## config.mk

```make
export PLATFORM = sky130hd
export DESIGN_NAME = udp_rx_parser
export DESIGN_NICKNAME = d
export VERILOG_FILES = /design/src/rtl/eth_pkg.sv /design/src/rtl/udp_rx_parser.sv
export SDC_FILE = /design/constraint.sdc
export NUM_CORES = 1
export LEC_CHECK = 0
export ABC_AREA = 1
export ABC_CLOCK_PERIOD_IN_PS = 3200
export CAP_MARGIN = 20
export CORE_ASPECT_RATIO = 0.7
export CORE_MARGIN = 1.5
export CORE_UTILIZATION = 52
export DETAILED_ROUTE_END_ITERATION = 10
export HOLD_SLACK_MARGIN = 0.06
export PLACE_DENSITY_LB_ADDON = 0.3
export SETUP_SLACK_MARGIN = 0.15
export SYNTH_ARGS = -nofsm -noshare
export SYNTH_HDL_FRONTEND = slang
export SYNTH_SLANG_ARGS = --single-unit
```

## constraint.sdc

```tcl
create_clock -name gmii_rx_clk -period 3.2 [get_ports gmii_rx_clk]
set_input_delay 0.64 -clock gmii_rx_clk [delete_from_list [all_inputs] [get_ports gmii_rx_clk]]
set_output_delay 0.64 -clock gmii_rx_clk [all_outputs]
set_load 0.05 [all_outputs]
```

## src/rtl/eth_pkg.sv

```systemverilog
// Shared Ethernet/IPv4/UDP constants and the receive parser state type.
// Used by the receive parser and by the transmit path, so that both
// sides agree on the framing bytes and the header lengths.
package eth_pkg;

  // Framing and protocol identifiers
  localparam logic [7:0]  PREAMBLE_BYTE = 8'h55;
  localparam logic [7:0]  SFD_BYTE      = 8'hD5;
  localparam logic [15:0] ETH_TYPE_IPV4 = 16'h0800;
  localparam logic [7:0]  IP_VER_IHL    = 8'h45;   // IPv4 with no options
  localparam logic [7:0]  IP_PROTO_UDP  = 8'd17;
  localparam logic [47:0] BROADCAST_MAC = 48'hFFFF_FFFF_FFFF;

  // Header lengths in bytes
  localparam logic [15:0] ETH_HDR_LEN = 16'd14;
  localparam logic [15:0] IP_HDR_LEN  = 16'd20;
  localparam logic [15:0] UDP_HDR_LEN = 16'd8;

  typedef enum logic [2:0] {
    WAIT_END,
    IDLE,
    PREAMBLE,
    ETH_HDR,
    IP_HDR,
    UDP_HDR,
    PAYLOAD,
    DISCARD
  } rx_state_t;

endpackage

```

## src/rtl/udp_rx_parser.sv

```systemverilog
// GMII receive-side UDP parser.
// Strips preamble/SFD, Ethernet II, IPv4 and UDP headers, filters on local
// MAC (or broadcast), local IP and local port, and streams out the UDP
// payload with start/end markers. Frames that fail a header check raise a
// one-cycle pkt_drop; payloads cut short raise a one-cycle udp_abort.
//
// Ports:
//   gmii_rx_clk   125 MHz receive clock (only clock)
//   rst           synchronous active-high reset
//   gmii_rx_dv/er/rxd  GMII receive byte stream
//   udp_data/valid/sop/eop  payload stream, one cycle behind the input
//   udp_len, udp_src_port, src_ip  header fields of the last accepted packet
//   udp_abort     payload truncated or errored
//   pkt_drop      frame rejected before any payload
//   pkt_cnt       completed good packets (wraps)
module udp_rx_parser
  import eth_pkg::*;
#(
  parameter logic [47:0] LOCAL_MAC   = 48'h00_0A_35_01_FE_C0,
  parameter logic [31:0] LOCAL_IP    = 32'hC0A8_000B,
  parameter logic [15:0] LOCAL_PORT  = 16'd8080,
  parameter logic [15:0] MAX_PAYLOAD = 16'd1472
) (
  input  logic        gmii_rx_clk,
  input  logic        rst,
  input  logic        gmii_rx_dv,
  input  logic        gmii_rx_er,
  input  logic [7:0]  gmii_rxd,
  output logic [7:0]  udp_data,
  output logic        udp_valid,
  output logic        udp_sop,
  output logic        udp_eop,
  output logic [15:0] udp_len,
  output logic [15:0] udp_src_port,
  output logic [31:0] src_ip,
  output logic        udp_abort,
  output logic        pkt_drop,
  output logic [15:0] pkt_cnt
);

  rx_state_t   state_reg, state_next;
  logic [15:0] cnt_reg, cnt_next;
  // Last five received bytes; together with the current byte this gives
  // a six-byte window wide enough for the MAC compare.
  logic [39:0] hdr_sr_reg, hdr_sr_next;
  logic        mac_ok_reg, mac_ok_next;
  logic [31:0] src_ip_cap_reg, src_ip_cap_next;
  logic [15:0] src_port_cap_reg, src_port_cap_next;
  logic [15:0] len_cap_reg, len_cap_next;

  logic [7:0]  udp_data_reg, udp_data_next;
  logic        udp_valid_reg, udp_valid_next;
  logic        udp_sop_reg, udp_sop_next;
  logic        udp_eop_reg, udp_eop_next;
  logic [15:0] udp_len_reg, udp_len_next;
  logic [15:0] udp_src_port_reg, udp_src_port_next;
  logic [31:0] src_ip_reg, src_ip_next;
  logic        udp_abort_reg, udp_abort_next;
  logic        pkt_drop_reg, pkt_drop_next;
  logic [15:0] pkt_cnt_reg, pkt_cnt_next;

  logic        rx_ok;
  logic [15:0] word16;
  logic [31:0] word32;
  logic [47:0] word48;
  logic        mac_match, len_ok;
  logic        last_byte, hdr_fail;

  assign rx_ok  = gmii_rx_dv && !gmii_rx_er;
  assign word16 = {hdr_sr_reg[7:0], gmii_rxd};
  assign word32 = {hdr_sr_reg[23:0], gmii_rxd};
  assign word48 = {hdr_sr_reg, gmii_rxd};

  assign mac_match = (word48 == LOCAL_MAC) || (word48 == BROADCAST_MAC);
  // A zero-length payload is refused as well as an oversize one.
  assign len_ok = (word16 > UDP_HDR_LEN) && ((word16 - UDP_HDR_LEN) <= MAX_PAYLOAD);

  // Per-state field checks on the byte currently on gmii_rxd
  always_comb begin
    last_byte = 1'b0;
    hdr_fail  = 1'b0;
    case (state_reg)
      ETH_HDR: begin
        last_byte = (cnt_reg == ETH_HDR_LEN - 16'd1);
        hdr_fail  = last_byte && (!mac_ok_reg || (word16 != ETH_TYPE_IPV4));
      end
      IP_HDR: begin
        last_byte = (cnt_reg == IP_HDR_LEN - 16'd1);
        hdr_fail  = ((cnt_reg == 16'd0) && (gmii_rxd != IP_VER_IHL)) ||
                    ((cnt_reg == 16'd9) && (gmii_rxd != IP_PROTO_UDP)) ||
                    (last_byte && (word32 != LOCAL_IP));
      end
      UDP_HDR: begin
        last_byte = (cnt_reg == UDP_HDR_LEN - 16'd1);
        hdr_fail  = ((cnt_reg == 16'd3) && (word16 != LOCAL_PORT)) ||
                    ((cnt_reg == 16'd5) && !len_ok);
      end
      PAYLOAD: last_byte = (cnt_reg + 16'd1 == udp_len_reg);
      default: ;
    endcase
  end

  // State register
  always_ff @(posedge gmii_rx_clk) begin
    if (rst) begin
      state_reg <= WAIT_END;
    end else begin
      state_reg <= state_next;
    end
  end

  // Next-state logic
  always_comb begin
    state_next = state_reg;
    case (state_reg)
      WAIT_END, DISCARD: if (!gmii_rx_dv) state_next = IDLE;
      IDLE: if (gmii_rx_dv) state_next = (gmii_rxd == PREAMBLE_BYTE) ? PREAMBLE : DISCARD;
      PREAMBLE: begin
        if (!rx_ok)                         state_next = DISCARD;
        else if (gmii_rxd == SFD_BYTE)      state_next = ETH_HDR;
        else if (gmii_rxd != PREAMBLE_BYTE) state_next = DISCARD;
      end
      ETH_HDR: begin
        if (!rx_ok || hdr_fail) state_next = DISCARD;
        else if (last_byte)     state_next = IP_HDR;
      end
      IP_HDR: begin
        if (!rx_ok || hdr_fail) state_next = DISCARD;
        else if (last_byte)     state_next = UDP_HDR;
      end
      UDP_HDR: begin
        if (!rx_ok || hdr_fail) state_next = DISCARD;
        else if (last_byte)     state_next = PAYLOAD;
      end
      PAYLOAD: if (!rx_ok || last_byte) state_next = WAIT_END;
      default: state_next = WAIT_END;
    endcase
  end

  // Output and datapath logic
  always_comb begin
    cnt_next          = cnt_reg;
    hdr_sr_next       = hdr_sr_reg;
    mac_ok_next       = mac_ok_reg;
    src_ip_cap_next   = src_ip_cap_reg;
    src_port_cap_next = src_port_cap_reg;
    len_cap_next      = len_cap_reg;
    udp_data_next     = udp_data_reg;
    udp_valid_next    = 1'b0;
    udp_sop_next      = 1'b0;
    udp_eop_next      = 1'b0;
    udp_len_next      = udp_len_reg;
    udp_src_port_next = udp_src_port_reg;
    src_ip_next       = src_ip_reg;
    udp_abort_next    = 1'b0;
    pkt_drop_next     = 1'b0;
    pkt_cnt_next      = pkt_cnt_reg;

    // The byte counter restarts at every state change so each header
    // and the payload count from zero.
    if (state_next != state_reg) cnt_next = 16'd0;
    else if (gmii_rx_dv)         cnt_next = cnt_reg + 16'd1;

    if (gmii_rx_dv) hdr_sr_next = {hdr_sr_reg[31:0], gmii_rxd};

    // Any exit from a header state into DISCARD is a rejected frame.
    if ((state_reg inside {PREAMBLE, ETH_HDR, IP_HDR, UDP_HDR}) && (state_next == DISCARD))
      pkt_drop_next = 1'b1;

    case (state_reg)
      ETH_HDR: if (cnt_reg == 16'd5) mac_ok_next = mac_match;
      IP_HDR:  if (cnt_reg == 16'd15) src_ip_cap_next = word32;
      UDP_HDR: begin
        if (cnt_reg == 16'd1) src_port_cap_next = word16;
        if (cnt_reg == 16'd5) len_cap_next = word16 - UDP_HDR_LEN;
        if (state_next == PAYLOAD) begin
          udp_len_next      = len_cap_reg;
          udp_src_port_next = src_port_cap_reg;
          src_ip_next       = src_ip_cap_reg;
        end
      end
      PAYLOAD: begin
        if (!rx_ok) begin
          udp_abort_next = 1'b1;
        end else begin
          udp_data_next  = gmii_rxd;
          udp_valid_next = 1'b1;
          udp_sop_next   = (cnt_reg == 16'd0);
          udp_eop_next   = last_byte;
          if (last_byte) pkt_cnt_next = pkt_cnt_reg + 16'd1;
        end
      end
      default: ;
    endcase
  end

  always_ff @(posedge gmii_rx_clk) begin
    if (rst) begin
      cnt_reg          <= '0;
      hdr_sr_reg       <= '0;
      mac_ok_reg       <= 1'b0;
      src_ip_cap_reg   <= '0;
      src_port_cap_reg <= '0;
      len_cap_reg      <= '0;
      udp_data_reg     <= '0;
      udp_valid_reg    <= 1'b0;
      udp_sop_reg      <= 1'b0;
      udp_eop_reg      <= 1'b0;
      udp_len_reg      <= '0;
      udp_src_port_reg <= '0;
      src_ip_reg       <= '0;
      udp_abort_reg    <= 1'b0;
      pkt_drop_reg     <= 1'b0;
      pkt_cnt_reg      <= '0;
    end else begin
      cnt_reg          <= cnt_next;
      hdr_sr_reg       <= hdr_sr_next;
      mac_ok_reg       <= mac_ok_next;
      src_ip_cap_reg   <= src_ip_cap_next;
      src_port_cap_reg <= src_port_cap_next;
      len_cap_reg      <= len_cap_next;
      udp_data_reg     <= udp_data_next;
      udp_valid_reg    <= udp_valid_next;
      udp_sop_reg      <= udp_sop_next;
      udp_eop_reg      <= udp_eop_next;
      udp_len_reg      <= udp_len_next;
      udp_src_port_reg <= udp_src_port_next;
      src_ip_reg       <= src_ip_next;
      udp_abort_reg    <= udp_abort_next;
      pkt_drop_reg     <= pkt_drop_next;
      pkt_cnt_reg      <= pkt_cnt_next;
    end
  end

  assign udp_data     = udp_data_reg;
  assign udp_valid    = udp_valid_reg;
  assign udp_sop      = udp_sop_reg;
  assign udp_eop      = udp_eop_reg;
  assign udp_len      = udp_len_reg;
  assign udp_src_port = udp_src_port_reg;
  assign src_ip       = src_ip_reg;
  assign udp_abort    = udp_abort_reg;
  assign pkt_drop     = pkt_drop_reg;
  assign pkt_cnt      = pkt_cnt_reg;

endmodule

```

Word-level counts from Yosys, hierarchy flattened
Cells that the tools add are included.
{ "totals": {"ramBits": 0, "elab_cells": 106, "latchBits": 0, "output_inout_bits": 93, "n_memories": 0, "regBits": 217, "in_bits": 12, "rom_bits": 0} }
{ "op_classes": {"add_sub_neg": 3, "shifts": 0, "div_mod_pow": 0, "multipliers": 0, "reduce_logical": 34, "bitwise_logic": 2, "muxes": 19, "n_eq_ne": 29, "magnitude_cmp": 2} }
{ "op_table": {"columns": ["op", "count"], "rows": [
  ["$eq 16x4->1 const B", 3],
  ["$eq 48x36->1 const B", 1],
  ["$eq 48x48->1 const B", 1],
  ["$mux 3", 13],
  ["$add 16x1->16 const B", 2],
  ["$eq 16x3->1 const B", 2],
  ["$ne 32x32->1 const B", 1],
  ["$pmux 3 s7", 1],
  ["$eq 3x3->1 const B", 6],
  ["$eq 16x1->1 const B", 1],
  ["$eq 16x16->1", 1],
  ["$eq 16x2->1 const B", 1],
  ["$eq 16x5->1 const B", 1],
  ["$gt 16x4->1 const B", 1],
  ["$le 16x11->1 const B", 1],
  ["$logic_not 16->1", 1],
  ["$ne 16x12->1 const B", 1],
  ["$ne 16x13->1 const B", 1],
  ["$ne 8x7->1 const B", 2],
  ["$sub 16x4->16 const B", 1],
  ["$reduce_and 2->1", 6],
  ["$logic_and 1x1->1", 9],
  ["$eq 8x7->1 const B", 1],
  ["$eq 8x8->1 const B", 1],
  ["other kinds (15)", 30]
]} }

Depth between registers and ports, before layout
Gate-level depths: netlist (run 1).
{ "logic_depth": {"ltp_word": 13, "ltp_mapped": 25, "depth_no_buf": 24} }

Worst setup path after synthesis (run 1)
Ideal clock, no wire load.
{ "synth_timing": {"kind": "in2reg", "start": "input port gmii_rxd[4]", "end": "register cnt_reg[9]", "setup_slack_ps": 567, "arrival_ps": 2514, "required_ps": 3081, "cell_stages": 22, "cell_sequence": "inv_1 > ha_1 > nand3_1 > nor2_1 > nand2_1 > nand2_1 > nand3_1 > nor2_1 > nand3_1 > nand2_1 > nand2_1 > nor2_2 > nand2_1 > nand2_1 > nand2_1 > nand2_1 > nand2_1 > nand2_1 > inv_2 > nand3_2 > buf_6 > nor2_2"} }
{ "synth_between": {"elab_chain_len": 12} }
{ "synth_rtl": {"columns": ["element", "line_no", "source"], "rows": [
  ["from (decl)", "udp_rx_parser.sv:28", "input logic [7:0] gmii_rxd,"],
  ["$sub 16x4->16", "udp_rx_parser.sv:76", "assign len_ok = (word16 > UDP_HDR_LEN) && ((word16 - UDP_HDR_LEN) <= MAX_PAYLOAD);"],
  ["$le 16x11->1", "udp_rx_parser.sv:76", null],
  ["$logic_and 1x1->1", "udp_rx_parser.sv:76", null],
  ["$logic_not 1->1", "udp_rx_parser.sv:96", "((cnt_reg == 16'd5) && !len_ok);"],
  ["$logic_and 1x1->1", "udp_rx_parser.sv:96", null],
  ["$logic_or 1x1->1", "udp_rx_parser.sv:95", "hdr_fail = ((cnt_reg == 16'd3) && (word16 != LOCAL_PORT)) ||"],
  ["$pmux 1 s3", "udp_rx_parser.sv:82", "case (state_reg)"],
  ["$logic_or 1x1->1", "udp_rx_parser.sv:124, udp_rx_parser.sv:128, udp_rx_parser.sv:132", null],
  ["$mux 3, on equally long branches", "udp_rx_parser.sv:132, udp_rx_parser.sv:124, udp_rx_parser.sv:128", null],
  ["$pmux 3 s7 (*)", "udp_rx_parser.sv:115", "case (state_reg)"],
  ["$ne 3x3->1 (*)", "udp_rx_parser.sv:161", "if (state_next != state_reg) cnt_next = 16'd0;"],
  ["$reduce_or 2->1 (no source line) (*)", null, null],
  ["to (signal assigned)", "udp_rx_parser.sv:216", "cnt_reg <= cnt_next;"],
  ["to (decl)", "udp_rx_parser.sv:42", "logic [15:0] cnt_reg, cnt_next;"]
]} }
Every way passes the cells marked *; elsewhere a longest branch is shown, timed or not.
A chain may end at the register's enable or synchronous reset.

Final worst setup path (run 1)
{ "layout_timing": {"start": "register cnt_reg[0]", "end": "register udp_src_port_reg[15], in the netlist udp_src_port[15]"} }
{ "layout_between": {"elab_chain_len": 10} }
{ "layout_rtl": {"columns": ["element", "line_no", "source"], "rows": [
  ["parallel branches: the longest is 7 deep, another holds $add 16x1->16", null, null],
  ["$pmux 3 s7 (*)", "udp_rx_parser.sv:115", null],
  ["$eq 3x3->1 (*)", "udp_rx_parser.sv:176", "if (state_next == PAYLOAD) begin"],
  ["$reduce_and 2->1 (no source line) (*)", null, null],
  ["to (signal assigned)", "udp_rx_parser.sv:227", "udp_src_port_reg <= udp_src_port_next;"],
  ["to (decl)", "udp_rx_parser.sv:56", "logic [15:0] udp_src_port_reg, udp_src_port_next;"]
]} }
Every way passes the cells marked *.

==> results of run 1 <==
[through the flow]
step | utilization | cell area (µm²)
floorplan | - | 10300
global placement | 0.633 | 12100
detailed placement | 0.633 | 12100
CTS | 0.671 | 12800
global route | 0.702 | 13400
finish | 0.702 | 13400
[synth_stat cells (all sizes together)]
cell type | instances | share of area
nor2 | 252 | 0.10
o31ai | 4 | 0.0029
nor3b | 1 | 0.00073
nor4b | 1 | 0.00085
nand3b | 1 | 0.00073
a31oi | 4 | 0.0024
nor3 | 21 | 0.010
and3 | 1 | 0.00061
ha | 6 | 0.0073
o211ai | 2 | 0.0015
a21oi | 120 | 0.058
nand4 | 33 | 0.021
o21a | 2 | 0.0015
nand2 | 304 | 0.13
nand3 | 76 | 0.038
buf | 30 | 0.024
dfxtp | 217 | 0.42
inv | 220 | 0.080
clkbuf | 37 | 0.014
o21bai | 1 | 0.00073
clkinv | 1 | 0.00036
xnor2 | 2 | 0.0017
a211oi | 1 | 0.00073
xor2 | 8 | 0.0068
nor4 | 11 | 0.0081
o21ai | 137 | 0.067
[worst register-to-register path, stage by stage, from the launching register on]
cell	delay, ps
dfxtp_2	360
buf_6	140
inv_6	50
ha_4	230
inv_4	50
nand2_2	50
nand2_2	60
nand3_2	90
inv_1	70
nand2_1	50
nor2_1	100
nand3_1	120
nor2_1	130
nand3_1	120
nor2_4	180
nor2_4	70
nand2_2	90
nand2_2	70
inv_2	70
nand4_4	210
buf_12	250
buf_6	140
nand2_2	50
nand2_1	70
nor2_1	140
[layer usage]
layer	global-route usage	up-vias	wire, µm
met3	0.0612	46	2550
li1	-	5055	-
met1	0.408	4709	14500
met2	0.402	398	12500
met4	0.0466	0	459
met5	0	-	0
[power groups by stage]
stage | sequential, mW | clock [mW] | combinational (mW)
final | 3.05 | 2.64 | 2.52
after global routing | 3.07 | 2.76 | 2.74
after CTS | 3.04 | 2.66 | 2.17
after detailed placement | 3.09 | 0 | 2.15
after global placement | 3.09 | 0 | 2.12
after floorplan | 3.32 | 0 | 1.22
[area by class of cell]
cell class	count	area (µm²)
clock inverter	9	130
tap	264	330
clock buffer	27	598
fill	1584	5700
timing repair buffer	212	2160
inverter	221	842
sequential	217	4350
multi-input combinational	988	5020
[logic make-up after synthesis]
group	after synthesis	synth area share
AOI/OAI and AO/OA	271	0.135
xor gates and xnor gates	10	0.00851
buffers and inverters	288	0.118
and+or+nand+nor	701	0.310
adders and majority gates	6	0.00729
DFF	217	0.422
[path summary, 6_finish.rpt]
check,startpoint,to,slack [ps]
max,cnt_reg[0]$_SDFFE_PP0P_,udp_src_port[15]$_SDFFE_PP0P_,160
min,src_ip_cap_reg[17]$_SDFFE_PP0P_,src_ip_cap_reg[17]$_SDFFE_PP0P_,440
max reg2reg,cnt_reg[0]$_SDFFE_PP0P_,udp_src_port[15]$_SDFFE_PP0P_,160
min reg2reg,src_ip_cap_reg[17]$_SDFFE_PP0P_,src_ip_cap_reg[17]$_SDFFE_PP0P_,440
[placed cells by master (no fill, tap or decap), types with 3 or more instances in the layout]
| cell | count |
|---|---|
| clkbuf_8 | 5 |
| a21oi_1 | 120 |
| bufinv_16 | 3 |
| buf_12 | 8 |
| dfxtp_1 | 212 |
| nand3_1 | 65 |
| buf_4 | 85 |
| nor2_1 | 191 |
| o31ai_1 | 4 |
| nand2_4 | 3 |
| o21ai_1 | 3 |
| ha_1 | 3 |
| clkbuf_16 | 30 |
| nor2_2 | 46 |
| nand2_2 | 75 |
| clkinv_2 | 3 |
| inv_1 | 204 |
| nand4_1 | 32 |
| o21ai_0 | 134 |
| nand2_1 | 226 |
| dfxtp_2 | 4 |
| nor2_4 | 13 |
| nor3_1 | 19 |
| inv_2 | 12 |
| inv_4 | 3 |
| nor4_1 | 10 |
| clkdlybuf4s50_1 | 96 |
| nand3_2 | 10 |
| a31oi_1 | 4 |
| dlymetal6s2s_1 | 7 |
| xor2_1 | 8 |
| buf_6 | 5 |
[timing repair]
| item | CTS | global route |
|---|---|---|
| setup endpoints to repair | 50 | 94 |
| buffers inserted | 0 | 6 |
| cloned | 0 | 9 |
| pin swaps | 0 | 25 |
| resized for setup | 2 | 101 |
==> results.md, run 1 <==
- Maximum VDD drop: 324 µV
- Leak: approximately 6 nW
- Post-detail-place hpwl: 20,300 µm
- HP Class: reg -> reg
- Fin. max-slew vios: 0
- DR WL/cell: approximately 16 µm
- Final wirelength: approximately 30,000 µm
- Pin count of the biggest net entering global routing: 90
- Non-Filler Instances: between 1.5k and 2k
- Tightest Pin Transition: 846 ps
- Synthesized area: 10,300 µm²
- RD Place Congestion: 0.957
- CTS tree: done
- CP Max Fanout: 8
- Pwr Density: about 610 nW/µm²
- Synth Register Bits: around 220
- Number of flip-flops under the largest register name: 40
- Worst skew pair latency: roughly 500 ps
- Int Pwr: between 5 and 6 mW
- Fin crit period: slightly above 3000 ps
- CP most frequent cell: nand2_2
- Synth-to-layout area growth: 30.4%
- Layout cells sized above 1: 0.193
- Initial antenna violation count: 0
- Setup WS pre-CTS: -258 ps
- Routed vias: a little over 10k
- Max-cap violations: 0
- Top delay family on crit path: simple AND/OR/NAND/NOR gates
- CP max stage delay: ~360 ps
- Crit-path cells: buf_6 -> inv_6 -> ha_4 -> inv_4 -> nand2_2 -> nand2_2 -> nand3_2 -> inv_1 -> nand2_1 -> nor2_1 -> nand3_1 -> nor2_1 -> nand3_1 -> nor2_4 -> nor2_4 -> nand2_2 -> nand2_2 -> inv_2 -> nand4_4 -> buf_12 -> buf_6 -> nand2_2 -> nand2_1 -> nor2_1
- Post-Route Skew: 8.30 ps
- Fin crit share: 0.949
- H-tree Lvls: 1
- Startpoint class of the critical path: flop
- Critical path depth: 24
- Row cnt: 42
- Synth Instances: between 1k and 1.5k
- Setup TNS: 0 ps
- Syn avg cell area: 6.90 µm²
- Status: completed
- Sequential share of power: 0.372
- Core ar.: about 19,000 µm²
- Hold_buf cts: 0
- Clk buf depth: 3
- Ys Warns: 0
- Sw Share: 0.347
- Clock Sinks: roughly 220
- Syn nets: between 1.5k and 2k
- DR iter-0 viols: ~960
- WP buf/inv: 7
- Ant. Diodes: 0
- Die width: 171 µm
- Starting Density: 0.538
- Crit. End Element: flop
- Fin Hold WS: between 400 and 500 ps
- Crit path required time: roughly 3600 ps
- Clock power share: 0.321
- CP Class: reg -> reg
- Global-route wire length before repair: 45,600 µm
- Io pins: 105
- Hold Path Cell Cnt: 2
- Clock Pin Slew Worst Setup and Hold Paths: roughly 60 ps
- Power after layout: 8.21 mW
- Fin. Hold Viols: 0
- Global route overflow: 0
- Final WS setup: ~160 ps
- Psw: roughly 2.8 mW
- Comb power frac: 0.307
- Die footprint: 20,700 µm²
- Drt pass-1 iters: 6
- Port Buffers: around 100
- Via density: around 5.3
- R2R depth: 24
- Total track usage: 0.273
- Critical path's slowest cell: dfxtp_2
- Netlist cell types: about 40
- ANT nets after route: 0
- Nets: around 1.7k
- Final setup viols: 0
- Placed cells: between 1.5k and 2k
- Fmax: approximately 330 MHz
- Height of the die: 121 µm
- RSZ-0062 raised after global routing: true
- Vias in the first global route: slightly above 9k
- Sequential-to-total area share from yosys stat: 0.422
- CP arrival: around 3500 ps
- Slew HR: 0.436
- CTS Root Cell: clkbuf_16
- CTS Buf Count: 21
- # DRC: 0
Power figures use the tool's default switching activity.
==> inputs of run 2 (changes only) <==
Settings changed: SETUP_SLACK_MARGIN 0.15 to 0.5.
==> run 2 against run 1 <==
  * Fmax grew 0.56%
  * Utilization grew 1.7 points
  * Flip-flop and latch count is the same
  * Clock skew grew 1.6 ps
  * Cell count grew 0.77%
  * Via count grew 1.3%
  * Largest cell class unchanged
==> results.md, run 2 (synthesis results as in run 1) <==
- Fin. max-slew vios: 0 (unchanged)
- Fmax: 331 MHz (+0.56%)
- Setup WS pre-CTS: -258 ps (unchanged)
- Io pins: 105 (unchanged)
- Post-Layout Inst Area: 13,700 µm² (+2.4%)
- Die width: 171 µm (unchanged)
- Placed cells: 1,887 (unchanged)
- Non-Filler Instances: 1,953 (+0.77%)
- Most common cell after layout, fill and taps aside: nand2_1
- Clock Sinks: 217 (unchanged)
- Drt pass-1 iters: 6 (unchanged)
- Final wirelength: 30,600 µm (+1.7%)
- Metal-1 WL: 14,300 µm (-2.0%)
- Power after layout: 8.51 mW (+3.7%)
- Vias in the first global route: 9,531 (+4.0%)
- HP Class: reg -> reg
- H-tree Lvls: 1 (unchanged)
- Fin Hold WS: 444 ps (+1.71 ps)
- Global route overflow: 0 (unchanged)
- Tightest Pin Transition: 828 ps (-18.8 ps)
- CP arrival: 3460 ps (about the same)
- Starting Density: 0.538 (unchanged)
- Crit. End Element: flop
- Via density: 5.30 (+0.53%)
- CTS tree: done
- Fin. Hold Viols: 0 (unchanged)
- # DRC: 0 (unchanged)
- CTS Root Cell: clkbuf_16
- Placed Instance Area: 12,100 µm² (unchanged)
- Clk buf depth: 3 (unchanged)
- R2R depth: 25 (+4.2%)
- Crit path required time: 3640 ps (about the same)
- Routed vias: 10.3k (+1.3%)
- ANT nets after route: 0 (unchanged)
- Synth-to-layout area growth: 33.5%
- Pin count of the biggest net entering global routing: 90 (unchanged)
- Worst skew pair latency: 510 ps (about the same)
- Hold Path Cell Cnt: 2 (unchanged)
- CTS Buf Count: 21 (unchanged)
- DR WL/cell: 15.7 µm (+0.92%)
- Row cnt: 42 (unchanged)
- Post-detail-place hpwl: 20,300 µm (unchanged)
- Ant. Diodes: 0 (unchanged)
- Initial antenna violation count: 0 (unchanged)
- Core ar.: 19,100 µm² (unchanged)
- Post-Route Skew: 9.89 ps (+1.59 ps)
- Slew HR: 0.448 (+0.0125)
- Final setup viols: 0 (unchanged)
- Pwr Density: 619 nW/µm² (+1.3%)
- Met2 wire length: 12,900 µm (+2.9%)
- CP Max Fanout: 6 (-2)
- Startpoint class of the critical path: flop
- Status: completed
- Total track usage: 0.285 (+0.0127)
- Clock Pin Slew Worst Setup and Hold Paths: 70 ps (about the same)
- Hold_buf cts: 0 (unchanged)
- Fin crit period: 3020 ps (-17.0 ps)
- Maximum VDD drop: 342 µV (+5.8%)
- Port Buffers: 104 (unchanged)
- RD Place Congestion: 0.957 (unchanged)
- Met3 WL: 2820 µm (+10%)
- Max-cap violations: 0 (unchanged)
- Nets: 1,694 (+0.89%)
- Leak: 6.01 nW (+1.2%)
- Fin crit share: 0.944 (-0.00531)
- Die footprint: 20,700 µm² (unchanged)
- RSZ-0062 raised after global routing: true
- Most frequent cells in the layout: nand2_1 (217), dfxtp_1 (213), inv_1 (203)
- Layout cells sized above 1: 0.213 (+0.0196)
- Global-route wire length before repair: 47,500 µm (+4.1%)
- Height of the die: 121 µm (unchanged)
- Reg2reg setup slack: 180 ps (+20 ps)
- CP Class: reg -> reg
- DR iter-0 viols: 850 (-11%)
- Number of flip-flops under the largest register name: 40 (unchanged)
- DR top layer: met4
- Final WS setup: 179 ps (+17.0 ps)
[run 2: cell types whose count changed in the layout (fill, tap and decap cells not counted), sizes merged]
cell and delta:
buf +19, dlygate4sd2 +6, dlymetal6s2s -6, clkbuf -4
[run 2: where the power goes]
group / leakage [nW] / switching, mW / internal [mW]
Clock: 0.359 / 1.08 / 1.56
Sequential: 1.76 / 0.172 / 2.88
Combinational: 3.89 / 1.73 / 1.09
Total: 6.01 / 2.98 / 5.54
[run 2: metal layers]
layer	track usage	vias up
met2	0.421	410
met5	0	-
met3	0.0700	58
li1	-	5092
met1	0.416	4782
met4	0.0652	0
[run 2: area by class of cell]
| cell class | count | area (µm²) |
|---|---|---|
| Clock buffer | 27 | 598 |
| Multi-Input combinational cell | 988 | 5170 |
| Fill cell | 1544 | 5380 |
| Inverter | 221 | 847 |
| Sequential cell | 217 | 4350 |
| Timing Repair Buffer | 227 | 2320 |
| Tap cell | 264 | 330 |
| Clock inverter | 9 | 130 |
[run 2: final timing paths]
path / end / start
setup / recovery: udp_len[0]$_SDFFE_PP0P_ / cnt_reg[1]$_SDFFE_PP0P_
setup reg to reg: udp_len[0]$_SDFFE_PP0P_ / cnt_reg[1]$_SDFFE_PP0P_
hold / removal: src_ip_cap_reg[17]$_SDFFE_PP0P_ / src_ip_cap_reg[17]$_SDFFE_PP0P_
hold reg to reg: src_ip_cap_reg[17]$_SDFFE_PP0P_ / src_ip_cap_reg[17]$_SDFFE_PP0P_
[run 2: critical path, stage by stage, from the launching register on]
cell,delay (ps)
dfxtp_2,360
buf_6,130
inv_4,40
ha_4,250
inv_4,60
nand2_2,50
nand2_2,80
nand3_2,100
inv_1,70
nand2_1,50
nor2_1,110
nand3_1,100
nor2_1,110
nand3_1,120
nor2_4,150
nor2_4,70
nand2_2,80
nand2_2,70
inv_2,70
nand4_4,200
buf_12,210
buf_16,130
buf_12,130
nand2_4,50
nand2_2,50
nor2_2,110
[run 2: repair_timing]
action,in CTS,in global routing
cloned,4,5
setup endpoints to repair,98,97
pin swaps,14,33
buffers inserted,14,7
gates resized for setup,72,83
endpoints found under the hold margin,0,0
[run 2: metrics by stage]
stage / util / TNS, ps
after global routing: 0.719 / 0
final: 0.719 / 0
after CTS: 0.695 / 0
after floorplan: - / 0
after global placement: 0.633 / -13300
after detailed placement: 0.633 / -16990
==> inputs of run 3 (changes only) <==
Settings changed: GPL_ROUTABILITY_DRIVEN set to 1, MAX_ROUTING_LAYER set to met4.
==> run 3 against run 2 <==
  * Clock skew rose by 12 ps
  * Non-clock buffer count fell by 6
  * Register-to-register slack barely moved
  * Fmax is essentially flat
  * Via count is 0.76% lower
  * Clock power decreased by 6%
  * Clock-buffer cell count is the same
  * Die area is the same
  * Largest cell class unchanged
  * Cell count fell by 0.31%
  * First-iteration DRC count grew 35%
  * Power down 2.5%
  * Final area is 1.8% lower
==> results.md, run 3 (synthesis results as in run 1) <==
- Status: completed
- Sw Share: 0.363 (+0.0140)
- Nets: 1,689 (-0.30%)
- Crit path required time: 3660 ps (+20 ps)
- Layout cells sized above 1: 0.209 (-0.00400)
- Slew HR: 0.279 (-0.169)
- Crit-path cells: buf_6 -> buf_4 -> buf_4 -> ha_1 -> nand4_1 -> a21oi_1 -> nor2_1 -> inv_1 -> nor2_4 -> nand2_1 -> nand2_1 -> nand2_1 -> nand2_2 -> nand4_4 -> buf_6 -> buf_16 -> buf_8 -> nand2_4 -> nand2_2 -> nor2_1
- CP Max Fanout: 8 (+2)
- Maximum VDD drop: 469 µV (+37%)
- Post-detail-place hpwl: 19,700 µm (-2.6%)
- Ant. Diodes: 0 (unchanged)
- Fin. Hold Viols: 0 (unchanged)
- CP startpoint: cnt_reg[0]$_SDFFE_PP0P_
- H-tree Lvls: 1 (unchanged)
- Core ar.: 19,100 µm² (unchanged)
- Global-route wire length before repair: 46,000 µm (-3.1%)
- Height of the die: 121 µm (unchanged)
- Critical path's slowest cell: dfxtp_2
- Reg2reg setup slack: 180 ps (about the same)
- Top delay family on crit path: simple AND/OR/NAND/NOR gates
- Clock Sinks: 217 (unchanged)
- Reg2reg start: cnt_reg[0]$_SDFFE_PP0P_
- Tightest Pin Transition: 1070 ps (+242 ps)
- HP Class: reg -> reg
- CP Class: reg -> reg
- RD Place Congestion: 0.959 (+0.27%)
- Pin count of the biggest net entering global routing: 90 (unchanged)
- Clk buf depth: 3 (unchanged)
- CTS tree: done
- Fmax: 331 MHz (about the same)
- Most common cell after layout, fill and taps aside: nand2_1
- Hold_sp: src_ip_cap_reg[20]$_SDFFE_PP0P_
- Clock Pin Slew Worst Setup and Hold Paths: 70 ps (about the same)
- Die width: 171 µm (unchanged)
- Global route overflow: 0 (unchanged)
- Psw: 3.02 mW (+1.4%)
- Io pins: 105 (unchanged)
- Max-cap violations: 0 (unchanged)
- Port Buffers: 104 (unchanged)
- Clock power share: 0.297 (-0.013)
- Startpoint class of the critical path: flop
- Setup TNS: 0 ps (unchanged)
- Fin crit period: 3020 ps (-1.87 ps)
- DR WL/cell: 15.3 µm (-2.3%)
- Via density: 5.27 (-0.46%)
- Drt pass-1 iters: 6 (unchanged)
- Final setup viols: 0 (unchanged)
- Starting Density: 0.538 (unchanged)
- CP max stage delay: 340 ps (-20 ps)
- Most frequent cells in the layout: nand2_1 (222), dfxtp_1 (211), inv_1 (200)
- CP most frequent cell: nand2_1
- CTS Buf Count: 22 (+4.8%)
- Pwr Density: 615 nW/µm² (-0.71%)
- Initial antenna violation count: 0 (unchanged)
- Final wirelength: 29,800 µm (-2.6%)
- Leak: 5.87 nW (-2.3%)
- Fin Hold WS: 444 ps (-0.918 ps)
- Number of flip-flops under the largest register name: 40 (unchanged)
- Worst skew pair latency: 520 ps (about the same)
- Die footprint: 20,700 µm² (unchanged)
- ANT nets after route: 0 (unchanged)
- RSZ-0062 raised after global routing: true
- Post-Route Skew: 21.9 ps (+12.0 ps)
- Sequential share of power: 0.368 (+0.009)
- Total track usage: 0.286 (+0.000897)
- CP arrival: 3470 ps (about the same)
- CTS Root Cell: clkbuf_16
- Comb power frac: 0.335 (+0.003)
- Int Pwr: 5.28 mW (-4.6%)
- Routed vias: 10.3k (-0.76%)
- Fin. max-slew vios: 0 (unchanged)
- # DRC: 0 (unchanged)
- Row cnt: 42 (unchanged)
- DR iter-0 viols: 1,147 (+35%)
- WP buf/inv: 7 (-1)
- Fin crit share: 0.943 (about the same)
- Crit. End Element: flop
- Vias in the first global route: 9,080 (-4.7%)
- Synth-to-layout area growth: 31.1%
## run 3: worst reg2reg max path, stage by stage (launching register included)
cell and delay, ps:
dfxtp_2 340, buf_6 130, buf_4 130, buf_4 130, ha_1 250, nand4_1 150, a21oi_1 100, nor2_1 340
inv_1 150, nor2_4 160, nand2_1 70, nand2_1 90, nand2_1 70, nand2_2 90, nand4_4 120, buf_6 170
buf_16 130, buf_8 130, nand2_4 60, nand2_2 50, nor2_1 110
## run 3: layout make-up
cell class	count	area (µm²)
clock buffers	27	601
clock inverters	9	75.1
fillers	1559	5630
inverters	221	850
multi-input cells	988	5150
flip-flops and latches	217	4360
well taps	264	330
repair buffers	221	2140
## run 3: timing repair
| item | CTS | global route |
|---|---|---|
| setup buffers | 14 | 13 |
| pin swaps | 14 | 37 |
| gates cloned | 3 | 0 |
| hold buffers | 0 | 0 |
| endpoints found under the setup margin | 98 | 98 |
| resized for setup | 86 | 71 |
## run 3: power by group through the flow
stage                     Combinational (mW)  Clock, mW  Sequential, mW
after floorplan                         1.22          0            3.32
after global placement                  2.11          0            3.09
after detailed placement                2.14          0            3.09
after CTS                               2.51       2.48            3.04
after global routing                    2.99       2.59            3.07
final                                   2.78       2.47            3.05
## run 3: per-layer routing
| metal | wire length, µm | up-vias | global-route usage |
|---|---|---|---|
| met5 | 0 | - | - |
| met4 | 481 | 0 | 0.0488 |
| met3 | 2550 | 46 | 0.0547 |
| met2 | 12700 | 410 | 0.415 |
| met1 | 14100 | 4720 | 0.417 |
| li1 | - | 5087 | - |
## run 3: path summary, 6_finish.rpt
kind,depth (start not counted),end
min reg2reg,2,src_ip_cap_reg[20]$_SDFFE_PP0P_
max reg2reg,20,udp_len[2]$_SDFFE_PP0P_
min,2,src_ip_cap_reg[20]$_SDFFE_PP0P_
max,20,udp_len[2]$_SDFFE_PP0P_
## run 3: per-stage QoR
| step | cells | total power [mW] | utilization | worst slack (ps) | area, µm² |
|---|---|---|---|---|---|
| final | 1947 | 8.30 | 0.706 | 181 | 13500 |
| after global routing | 1947 | 8.65 | 0.706 | 52.5 | 13500 |
| after CTS | 1934 | 8.04 | 0.688 | 374 | 13200 |
| after detailed placement | 1881 | 5.23 | 0.629 | -363 | 12000 |
| after global placement | 1881 | 5.20 | 0.629 | -300 | 12000 |
| after floorplan | 1493 | 4.54 | - | 567 | 10300 |
